`config.mk`:
```
export PLATFORM = sky130hd
export DESIGN_NAME = retreo_out_fifo_flat
export DESIGN_NICKNAME = d
export VERILOG_FILES = /design/src/rtl/retreo_pkg.sv /design/src/rtl/retreo_out_fifo_if.sv /design/src/rtl/retreo_sync_fifo.sv /design/src/rtl/retreo_out_fifo.sv /design/src/flat_wrapper.sv
export SDC_FILE = /design/constraint.sdc
export NUM_CORES = 1
export LEC_CHECK = 0
export BUFFER_PORTS_ARGS = -buffer_cell sky130_fd_sc_hd__buf_2
export CELL_PAD_IN_SITES_DETAIL_PLACEMENT = 0
export CELL_PAD_IN_SITES_GLOBAL_PLACEMENT = 2
export CORE_ASPECT_RATIO = 2
export CORE_UTILIZATION = 40
export DETAILED_ROUTE_END_ITERATION = 10
export GPL_TIMING_DRIVEN = 0
export PLACE_DENSITY = 0.7
export RECOVER_POWER = 25
export SETUP_SLACK_MARGIN = 0.05
export SLEW_MARGIN = 20
export SYNTH_ARGS = -nofsm -noshare
export SYNTH_HDL_FRONTEND = slang
export SYNTH_SLANG_ARGS = --single-unit
export TNS_END_PERCENT = 20
```
`constraint.sdc`:
```
create_clock -name clk -period 4 [get_ports clk]
set_clock_uncertainty 0.05 [all_clocks]
set_input_delay 0.6 -clock clk [delete_from_list [all_inputs] [get_ports clk]]
set_output_delay 0.6 -clock clk [all_outputs]
set_load 0.005 [all_outputs]
```
`src/rtl/retreo_pkg.sv`:
```
// Shared ReTReO definitions: register width and default output-FIFO sizing.
package retreo_pkg;

   localparam int unsigned WORD_W           = 16;
   localparam int unsigned FIFO_DEPTH_DEF   = 8;
   localparam int unsigned STALL_MARGIN_DEF = 2;

   typedef logic [WORD_W-1:0] word_t;

endpackage

```
`src/rtl/retreo_out_fifo_if.sv`:
```
// Valid/ready read port of the ReTReO output FIFO.
// The master is the FIFO and drives data and valid. The slave is the reader.
interface retreo_out_fifo_if
   import retreo_pkg::*;
   ();

   logic  Rd_Valid;
   logic  Rd_Ready;
   word_t Rd_Data;

   modport master (output Rd_Valid, output Rd_Data, input  Rd_Ready);
   modport slave  (input  Rd_Valid, input  Rd_Data, output Rd_Ready);

endinterface

```
`src/rtl/retreo_sync_fifo.sv`:
```
// First-word-fall-through synchronous FIFO.
// Full and empty are told apart by the occupancy count rather than by comparing pointers.
// The head entry is presented combinationally from registered state.
module retreo_sync_fifo
   import retreo_pkg::*;
   #(
      parameter int unsigned DEPTH  = FIFO_DEPTH_DEF,
      parameter int unsigned ADDR_W = $clog2(DEPTH)
   )
   (
      input  logic            clk,
      input  logic            rst,
      input  logic            i_wr,
      input  word_t           i_wr_data,
      input  logic            i_rd,
      output word_t           o_rd_data,
      output logic            o_valid,
      output logic [ADDR_W:0] o_count,
      output logic [ADDR_W:0] o_count_next
   );

   word_t             r_mem [DEPTH];
   logic [ADDR_W-1:0] r_wr_ptr;
   logic [ADDR_W-1:0] r_rd_ptr;
   logic [ADDR_W:0]   r_count;
   logic              w_rd;
   logic [ADDR_W:0]   w_count_next;

   // A read is honoured only when an entry exists, so the count never underflows.
   always_comb begin
      w_rd         = i_rd & (r_count != '0);
      w_count_next = r_count;
      if (i_wr && !w_rd)
         w_count_next = r_count + 1'b1;
      else if (!i_wr && w_rd)
         w_count_next = r_count - 1'b1;
   end

   // Pointer and occupancy registers. The pointers wrap naturally because DEPTH is a power of two.
   always_ff @(posedge clk) begin
      if (rst) begin
         r_wr_ptr <= '0;
         r_rd_ptr <= '0;
         r_count  <= '0;
      end else begin
         if (i_wr) r_wr_ptr <= r_wr_ptr + 1'b1;
         if (w_rd) r_rd_ptr <= r_rd_ptr + 1'b1;
         r_count <= w_count_next;
      end
   end

   // Storage array. It is deliberately left uncleared by reset.
   always_ff @(posedge clk) begin
      if (i_wr) r_mem[r_wr_ptr] <= i_wr_data;
   end

   assign o_rd_data    = r_mem[r_rd_ptr];
   assign o_valid      = (r_count != '0);
   assign o_count      = r_count;
   assign o_count_next = w_count_next;

endmodule

```
`src/rtl/retreo_out_fifo.sv`:
```
// ReTReO output capture.
// Each change of Out_Reg is queued into a FWFT FIFO for a valid/ready reader.
// Stall_Req asks the core to halt before the queue overflows.
// If a change arrives while the FIFO is full and not being read, it is dropped and Overflow is latched.
module retreo_out_fifo
   import retreo_pkg::*;
   #(
      parameter int unsigned DEPTH        = FIFO_DEPTH_DEF,
      parameter int unsigned ADDR_W       = $clog2(DEPTH),
      parameter int unsigned STALL_MARGIN = STALL_MARGIN_DEF
   )
   (
      input  logic                     clk,
      input  logic                     rst,
      input  word_t                    Out_Reg_In,
      output logic                     Stall_Req,
      retreo_out_fifo_if.master        rd_if,
      output logic [ADDR_W:0]          Count,
      output logic                     Overflow
   );

   localparam logic [ADDR_W:0] C_DEPTH  = (ADDR_W+1)'(DEPTH);
   localparam logic [ADDR_W:0] C_THRESH = (ADDR_W+1)'(DEPTH - STALL_MARGIN);

   word_t           r_last_val;
   logic            r_stall;
   logic            r_overflow;
   logic            w_chg;
   logic            w_rd;
   logic            w_wr;
   logic            w_full;
   logic            w_drop;
   logic [ADDR_W:0] w_count;
   logic [ADDR_W:0] w_count_next;

   // Change detection and write/drop decision.
   // A full FIFO still accepts a write when a read frees a slot on the same edge.
   always_comb begin
      w_chg  = (Out_Reg_In != r_last_val);
      w_rd   = rd_if.Rd_Valid & rd_if.Rd_Ready;
      w_full = (w_count == C_DEPTH);
      w_wr   = ~rst & w_chg & (~w_full | w_rd);
      w_drop = w_chg & w_full & ~w_rd;
   end

   retreo_sync_fifo #(
      .DEPTH  (DEPTH),
      .ADDR_W (ADDR_W)
   ) u_fifo (
      .clk          (clk),
      .rst          (rst),
      .i_wr         (w_wr),
      .i_wr_data    (Out_Reg_In),
      .i_rd         (w_rd),
      .o_rd_data    (rd_if.Rd_Data),
      .o_valid      (rd_if.Rd_Valid),
      .o_count      (w_count),
      .o_count_next (w_count_next)
   );

   // Track the last observed value even when the write is dropped, so a lost value is never re-detected.
   always_ff @(posedge clk) begin
      if (rst)
         r_last_val <= '0;
      else if (w_chg)
         r_last_val <= Out_Reg_In;
   end

   // The stall request is registered from the next occupancy. It therefore mirrors the current Count with no input-to-output path.
   always_ff @(posedge clk) begin
      if (rst)
         r_stall <= 1'b0;
      else
         r_stall <= (w_count_next >= C_THRESH);
   end

   // Sticky overflow flag. Only reset clears it.
   always_ff @(posedge clk) begin
      if (rst)
         r_overflow <= 1'b0;
      else if (w_drop)
         r_overflow <= 1'b1;
   end

   assign Stall_Req = r_stall;
   assign Overflow  = r_overflow;
   assign Count     = w_count;

endmodule

```
`src/flat_wrapper.sv`:
```
// flat-port wrapper written by rule: the top's interface ports become plain ports
module retreo_out_fifo_flat import retreo_pkg::*;
#(
      parameter int unsigned DEPTH        = FIFO_DEPTH_DEF,
      parameter int unsigned ADDR_W       = $clog2(DEPTH),
      parameter int unsigned STALL_MARGIN = STALL_MARGIN_DEF
   )
  (clk, rst, Out_Reg_In, Stall_Req, Count, Overflow, rd_if_Rd_Valid, rd_if_Rd_Data, rd_if_Rd_Ready);
  retreo_out_fifo_if rd_if_i ();
  input  logic clk;
  input  logic rst;
  input  word_t Out_Reg_In;
  output logic Stall_Req;
  output logic [ADDR_W:0] Count;
  output logic Overflow;
  output wire logic [$bits(rd_if_i.Rd_Valid)-1:0] rd_if_Rd_Valid;
  output wire logic [$bits(rd_if_i.Rd_Data)-1:0] rd_if_Rd_Data;
  input wire logic [$bits(rd_if_i.Rd_Ready)-1:0] rd_if_Rd_Ready;
  assign rd_if_Rd_Valid = rd_if_i.Rd_Valid;
  assign rd_if_Rd_Data = rd_if_i.Rd_Data;
  assign rd_if_i.Rd_Ready = rd_if_Rd_Ready;
  retreo_out_fifo #(.DEPTH(DEPTH), .ADDR_W(ADDR_W), .STALL_MARGIN(STALL_MARGIN)) u_core (.clk(clk), .rst(rst), .Out_Reg_In(Out_Reg_In), .Stall_Req(Stall_Req), .rd_if(rd_if_i), .Count(Count), .Overflow(Overflow));
endmodule
```
==> qor.yml, run 1 <==
ys_ff_latch: 159
area.growth.synth_to_final_pct: 20.05
met2_usage_pct: 33.08
p_leak_nw: 2.475
min_period_over_period_pct: 78.58
grt.busiest_layer: "met2"
min_delay_path_depth: 2
die_x_um: 89.74
clk_path_buf_depth: 2
avgSynthCellArea_um2: 19.01
cts_resized: 0
finalHoldViolations: 0
seq_area_frac_synth_pct: 72.49
drc_errors: 0
synth_ff_type: "edfxtp_1"
placed_area_mm2: 0.006778
yosys_warnings: 0
grt_max_degree: 17
grt_first_pass_wirelength_um: 19240
initial_utilization_pct: 41.34
min_path_type: "reg -> reg"
synth_cell_types: 43
antenna_cells: 0
dieArea_mm2: 0.01593
grt_overflow: 0
setup_viol: 0
netlist_area_mm2: 0.006158
critical_path_class: "reg -> reg"
dieHeight_um: 177.5
antenna_found_initial: 0
drive_above_1_share_pct: 35.02
finalNonFillerCells: 609
tritoncts: "yes"
power_density_mw_per_mm2: 619.8
met3_usage_pct: 4.070
synthCells: 324
design_area_mm2: 0.007393
routed_wirelength_um: 12360
cts_setup_buffers: 0
finalNetCount: 424
endpoint_kind: "register"
worstSkewPairLatency_ns: 0.42
met1_usage_pct: 16.92
grt_pass1_vias: 3262
dr.pass1.iters: 4
gp_congestion: 0.7024
start_kind: "register"
reg2reg_depth: 8
rows: 63
rsz0062_at_grt: "false"
dp.cells: 577
h-tree-depth: 4
wl_per_cell_um: 20.30
synthArstFlopShare_pct: 0
worstMarginPinSlew_ns: 0.7674
via_per_inst: 4.998
total_power_w: 0.004582
cts_root_buf: "clkbuf_16"
io_pins: 42
vias: 3044
path_clk_slew_ns: 0.06
slew_viol_final: 0
setup-tns-final_ns: 0
dp_slack_ns: 0.8030
numPortBuffers: 41
path_cells: "inv_1 > ha_1 > nor4bb_1 > or2_4 > nor2_1 > nand2_1 > nor3b_2 > buf_4"
cts_buffers: 17
initialDrtViolationCount: 126
synth_fp_nets: 347
ant_nets: 0
cts_sinks: 159
hpwl_um: 8758
synth-edff-count: 128
clock.fmax_mhz: 318.1
cp_max_fo: 7
peakVddDrop_mv: 0.3428
period_needed_ns: 3.143
slowest_delay_ns: 0.63
maxCapViolations: 0
coreArea_mm2: 0.01490
status: "finished clean"
grtUsageTotal_pct: 17.10
ctsHoldBuffers: 0
critical_path.slowest_cell: "nor3b_2"
critical_path_required_ns: 4.07
slew_headroom_pct: 48.84
worst_slack_ns: 0.8566
arrival_ns: 3.21
## worst paths after layout
check / start / to / slack (ns)
max: u_core.u_fifo.o_count[0] / u_core.u_fifo.r_mem[5][3] / 0.86
min reg2reg: u_core.Overflow / u_core.Overflow / 0.42
max reg2reg: u_core.u_fifo.o_count[0] / u_core.u_fifo.r_mem[5][3] / 0.86
min: u_core.Overflow / u_core.Overflow / 0.42
## state kept, by name, summed over array words and instances, names as in the netlist, named ones only
| register | cells |
|---|---|
| u_core.u_fifo.r_wr_ptr | 3 |
| u_core.u_fifo.o_count | 4 |
| u_core.r_last_val | 16 |
| u_core.Overflow | 1 |
| u_core.u_fifo.r_rd_ptr | 3 |
| u_core.Stall_Req | 1 |
| u_core.u_fifo.r_mem | 128 |
## placed cells by master (no fill, tap or decap), types with 2 or more instances in the layout
cell       count
mux4_2        32
clkbuf_16     19
buf_2         40
xnor2_1       20
nand4_1        5
clkbuf_8       2
inv_1          2
ha_1           4
buf_4          8
xor2_1         2
nor2_1        12
nand2_1        9
bufinv_16      2
clkinv_4       3
buf_6          4
dfxtp_1       31
nor4b_2        2
edfxtp_1     128
clkbuf_1      20
nor3b_2        2
buf_1          2
mux2_2        16
nor3_2         3
nor2b_1       16
## synthesized netlist by cell type (2+ instances only)
cell	number	area, um^2
xnor2_1	20	175.2
xor2_1	2	17.52
nor2b_1	16	100.1
inv_1	2	7.510
mux2_2	16	180.2
buf_2	4	20.02
nor3_1	3	15.01
clkbuf_1	8	30.03
buf_1	2	7.510
ha_1	4	50.05
dfxtp_1	31	620.6
nand2_1	9	33.78
mux4_2	32	720.7
nor4b_1	2	17.52
nor2_1	13	48.80
edfxtp_1	128	3844
nand4_1	5	31.28
nor3b_1	2	15.01
## worst max-delay path, delay by kind of cell, from the launching register on
family | cells | cell delay, ns
and+or+nand+nor | 5 | 1.69
DFF | 1 | 0.44
buffers and inverters | 2 | 0.39
adders and majority gates | 1 | 0.25
## kinds of logic (layout without fill, tap and decap cells)
logic type	Yosys count	count (layout)	share of synthesized area [%]
flip-flops	159	159	72.49
multiplexers	49	49	14.79
XOR/XNOR	23	23	3.393
AND/OR/NAND/NOR	63	63	6.075
AO/OA/AOI/OAI	9	9	1.199
adder cells (fa/ha/maj)	4	4	0.8127
buffers and inverters	17	107	1.239
## final cells by class
cell class	count	area [um^2]
fill	1227	7505
timing repair buffer	58	315.3
clock inverter	10	122.6
tap	195	244.0
clock buffer	22	506.7
inverter	2	7.507
sequential	159	4464
multi-input combinational	148	1664
buffer	15	68.82
## power breakdown
group	internal, W	total (W)	switching, W
combinational	0.000483	0.000932	0.000449
sequential	0.00192	0.00199	0.0000654
clock	0.00103	0.00166	0.000631
## per-stage QoR
stage	util (%)	hold WS (ns)
6_report	49.63	0.4188
5_1_grt	49.63	0.4710
4_1_cts	49.72	0.4282
3_5_place_dp	45.49	0.4103
3_3_place_gp	44.35	0.4043
2_1_floorplan	-	0.4041
## per-layer routing
metal  wire length (um)  up-vias
met5                  0        -
met4                290        0
met3                370       20
met2               7311       61
met1               4391     1548
li1                   -     1415
Power figures use the tool's default switching activity.
==> run 2: changes to the inputs <==
- ABC_AREA: default -> 1
- PLACE_DENSITY: 0.7 -> 0.79
- clock period: 4 -> 3 ns (I/O delays scaled with it)
==> run 2 against run 1 <==
Compared with the run above:
- power is 16% higher
- design area rose by 1.2%
- combinational power up 3.5%
- synthesized area up 4.1%
- critical path type unchanged
==> qor.yml, run 2 <==
io_pins: 42
dr.pass1.iters: 4
routed_wirelength_um: 15690
synth_commonest_cells: "148 x nor2_1, 128 x edfxtp_1, 75 x nand2_1, 68 x o21ai_0, 43 x inv_1"
synthCells: 596
synth_fp_nets: 619
die_x_um: 91.54
cts_buffers: 17
worstSkewPairLatency_ns: 0.41
setup_viol: 0
grt_pass1_vias: 4478
antenna_found_initial: 0
arrival_ns: 2.73
path_cells: "inv_1 > ha_1 > nand3_2 > nand2_2 > nand4_1 > nand3_2 > nor2_1 > inv_1 > nor2_2 > buf_6"
min_path_type: "in -> reg"
drc_errors: 0
worstMarginPinSlew_ns: 0.7341
yosys_warnings: 0
critical_path_class: "reg -> reg"
grt_overflow: 0
via_per_inst: 5.018
coreArea_mm2: 0.01570
rsz0062_at_grt: "false"
rows: 65
start_kind: "register"
period_needed_ns: 2.654
finalNetCount: 686
cts_setup_buffers: 0
avgSynthCellArea_um2: 10.76
synth_cell_types: 24
slew_headroom_pct: 51.01
ant_nets: 0
final_core_util_pct: 47.65
ys_ff_latch: 159
slew_viol_final: 0
min_delay_path_depth: 3
grtUsageTotal_pct: 20.29
grt_first_pass_wirelength_um: 24120
critical_path_required_ns: 3.07
p_leak_nw: 2.821
gp_congestion: 0.8131
ctsHoldBuffers: 0
synth_top_area_cell: "edfxtp_1"
synth_ff_type: "edfxtp_1"
antenna_cells: 0
endpoint_kind: "register"
whs_ns: 0.3219
dieArea_mm2: 0.01658
path_clk_slew_ns: 0.06
synthArstFlopShare_pct: 0
synth_top_area_share_pct: 59.93
wl_per_cell_um: 17.89
finalHoldViolations: 0
tritoncts: "yes"
cts_resized: 0
maxCapViolations: 0
clock.fmax_mhz: 376.7
largest_register: "u_core.u_fifo.r_mem"
initialDrtViolationCount: 262
dp.cells: 845
vias: 4401
synth-edff-count: 128
yosysMostFrequentCell: "nor2_1"
numPortBuffers: 41
grt_max_degree: 17
hpwl_um: 11280
cts_root_buf: "clkbuf_16"
dieHeight_um: 181.1
cts_sinks: 159
min_period_over_period_pct: 88.48
slowest_delay_ns: 0.59
cp_max_fo: 10
critical_path.slowest_cell: "nor2_2"
largest_reg_flops: 128
seq_area_frac_synth_pct: 69.61
power_density_mw_per_mm2: 713.6
area.growth.synth_to_final_pct: 16.62
h-tree-depth: 4
netlist_area_mm2: 0.006414
r2r_setup_slack_ns: 0.35
reg2reg_depth: 10
finalNonFillerCells: 877
synth.area.top_cells: "edfxtp_1 60%, dfxtp_1 9.7%, nor2_1 8.7%, o21ai_0 5.3%, nand2_1 4.4%"
layout_commonest_cell: "nor2_1"
peakVddDrop_mv: 0.4178
mostFrequentLayoutCells: "140 x nor2_1, 128 x edfxtp_1, 75 x nand2_1"
status: "finished clean"
drive_above_1_share_pct: 14.20
clk_path_buf_depth: 2
initial_utilization_pct: 40.86
run 2: cell types whose count changed after synthesis, sizes merged, moves of 21 or more:
cell / delta
nor2: +137
nand2: +71
inv: +49
mux4: -32
xnor2: -21
o21ai: +69
run 2: stage by stage:
stage	cell area, um^2	setup TNS (ns)	total power, W	setup slack, ns
floorplan	6414	0	0.003142	0.5731
finish	7480	0	0.005338	0.3456
global placement	6870	-45.85	0.003517	-0.4836
CTS	7502	0	0.005388	0.3049
detailed placement	6993	0	0.003552	0.1693
global route	7480	0	0.005595	0.1248
run 2: path summary, 6_finish.rpt:
check	start	end
setup / recovery	u_core.u_fifo.o_count[0]	u_core.u_fifo.r_mem[3][8]
hold / removal	Out_Reg_In[5]	u_core.r_last_val[5]
setup reg to reg	u_core.u_fifo.o_count[0]	u_core.u_fifo.r_mem[3][8]
hold reg to reg	u_core.u_fifo.r_rd_ptr[2]	u_core.u_fifo.r_rd_ptr[2]
run 2: logic make-up after synthesis:
logic type                 after synthesis  share of synthesized area [%]
DFF                                    159                          69.61
xor gates and xnor gates                 4                         0.5462
adders and majority gates                4                         0.7804
buffers and inverters                   76                          4.701
and+or+nand+nor                        241                          14.94
AOI/OAI and AO/OA                      112                          9.423
run 2: area by class of cell:
| type | instances | area (um^2) |
|---|---|---|
| fill | 1433 | 8217 |
| tap | 201 | 251.5 |
| inverter | 51 | 191.4 |
| buffer | 25 | 102.6 |
| timing repair buffer | 48 | 287.8 |
| multi-input combinational | 361 | 1673 |
| clock buffer | 20 | 436.7 |
| sequential | 159 | 4464 |
| clock inverter | 12 | 72.57 |
run 2: power by group:
group | internal (W) | switching, W | total, W
Sequential | 0.00247 | 0.0000460 | 0.00252
Combinational | 0.000325 | 0.000640 | 0.000965
Clock | 0.00104 | 0.000808 | 0.00185
run 2: per-layer routing:
layer | wire (um) | GRT usage [%] | part of all wire (%)
met1 | 5728 | 20.03 | 37
met2 | 8935 | 39.43 | 57
met3 | 570 | 3.872 | 3.6
met5 | 0 | 0 | 0
met4 | 456 | 9.397 | 2.9
run 2: worst max-delay path: cells and delay by family, from the launching register on:
| kind | cells | cell delay (ns) |
|---|---|---|
| and+or+nand+nor | 6 | 1.17 |
| adders and majority gates | 1 | 0.26 |
| buffers and inverters | 3 | 0.46 |
| DFF | 1 | 0.41 |
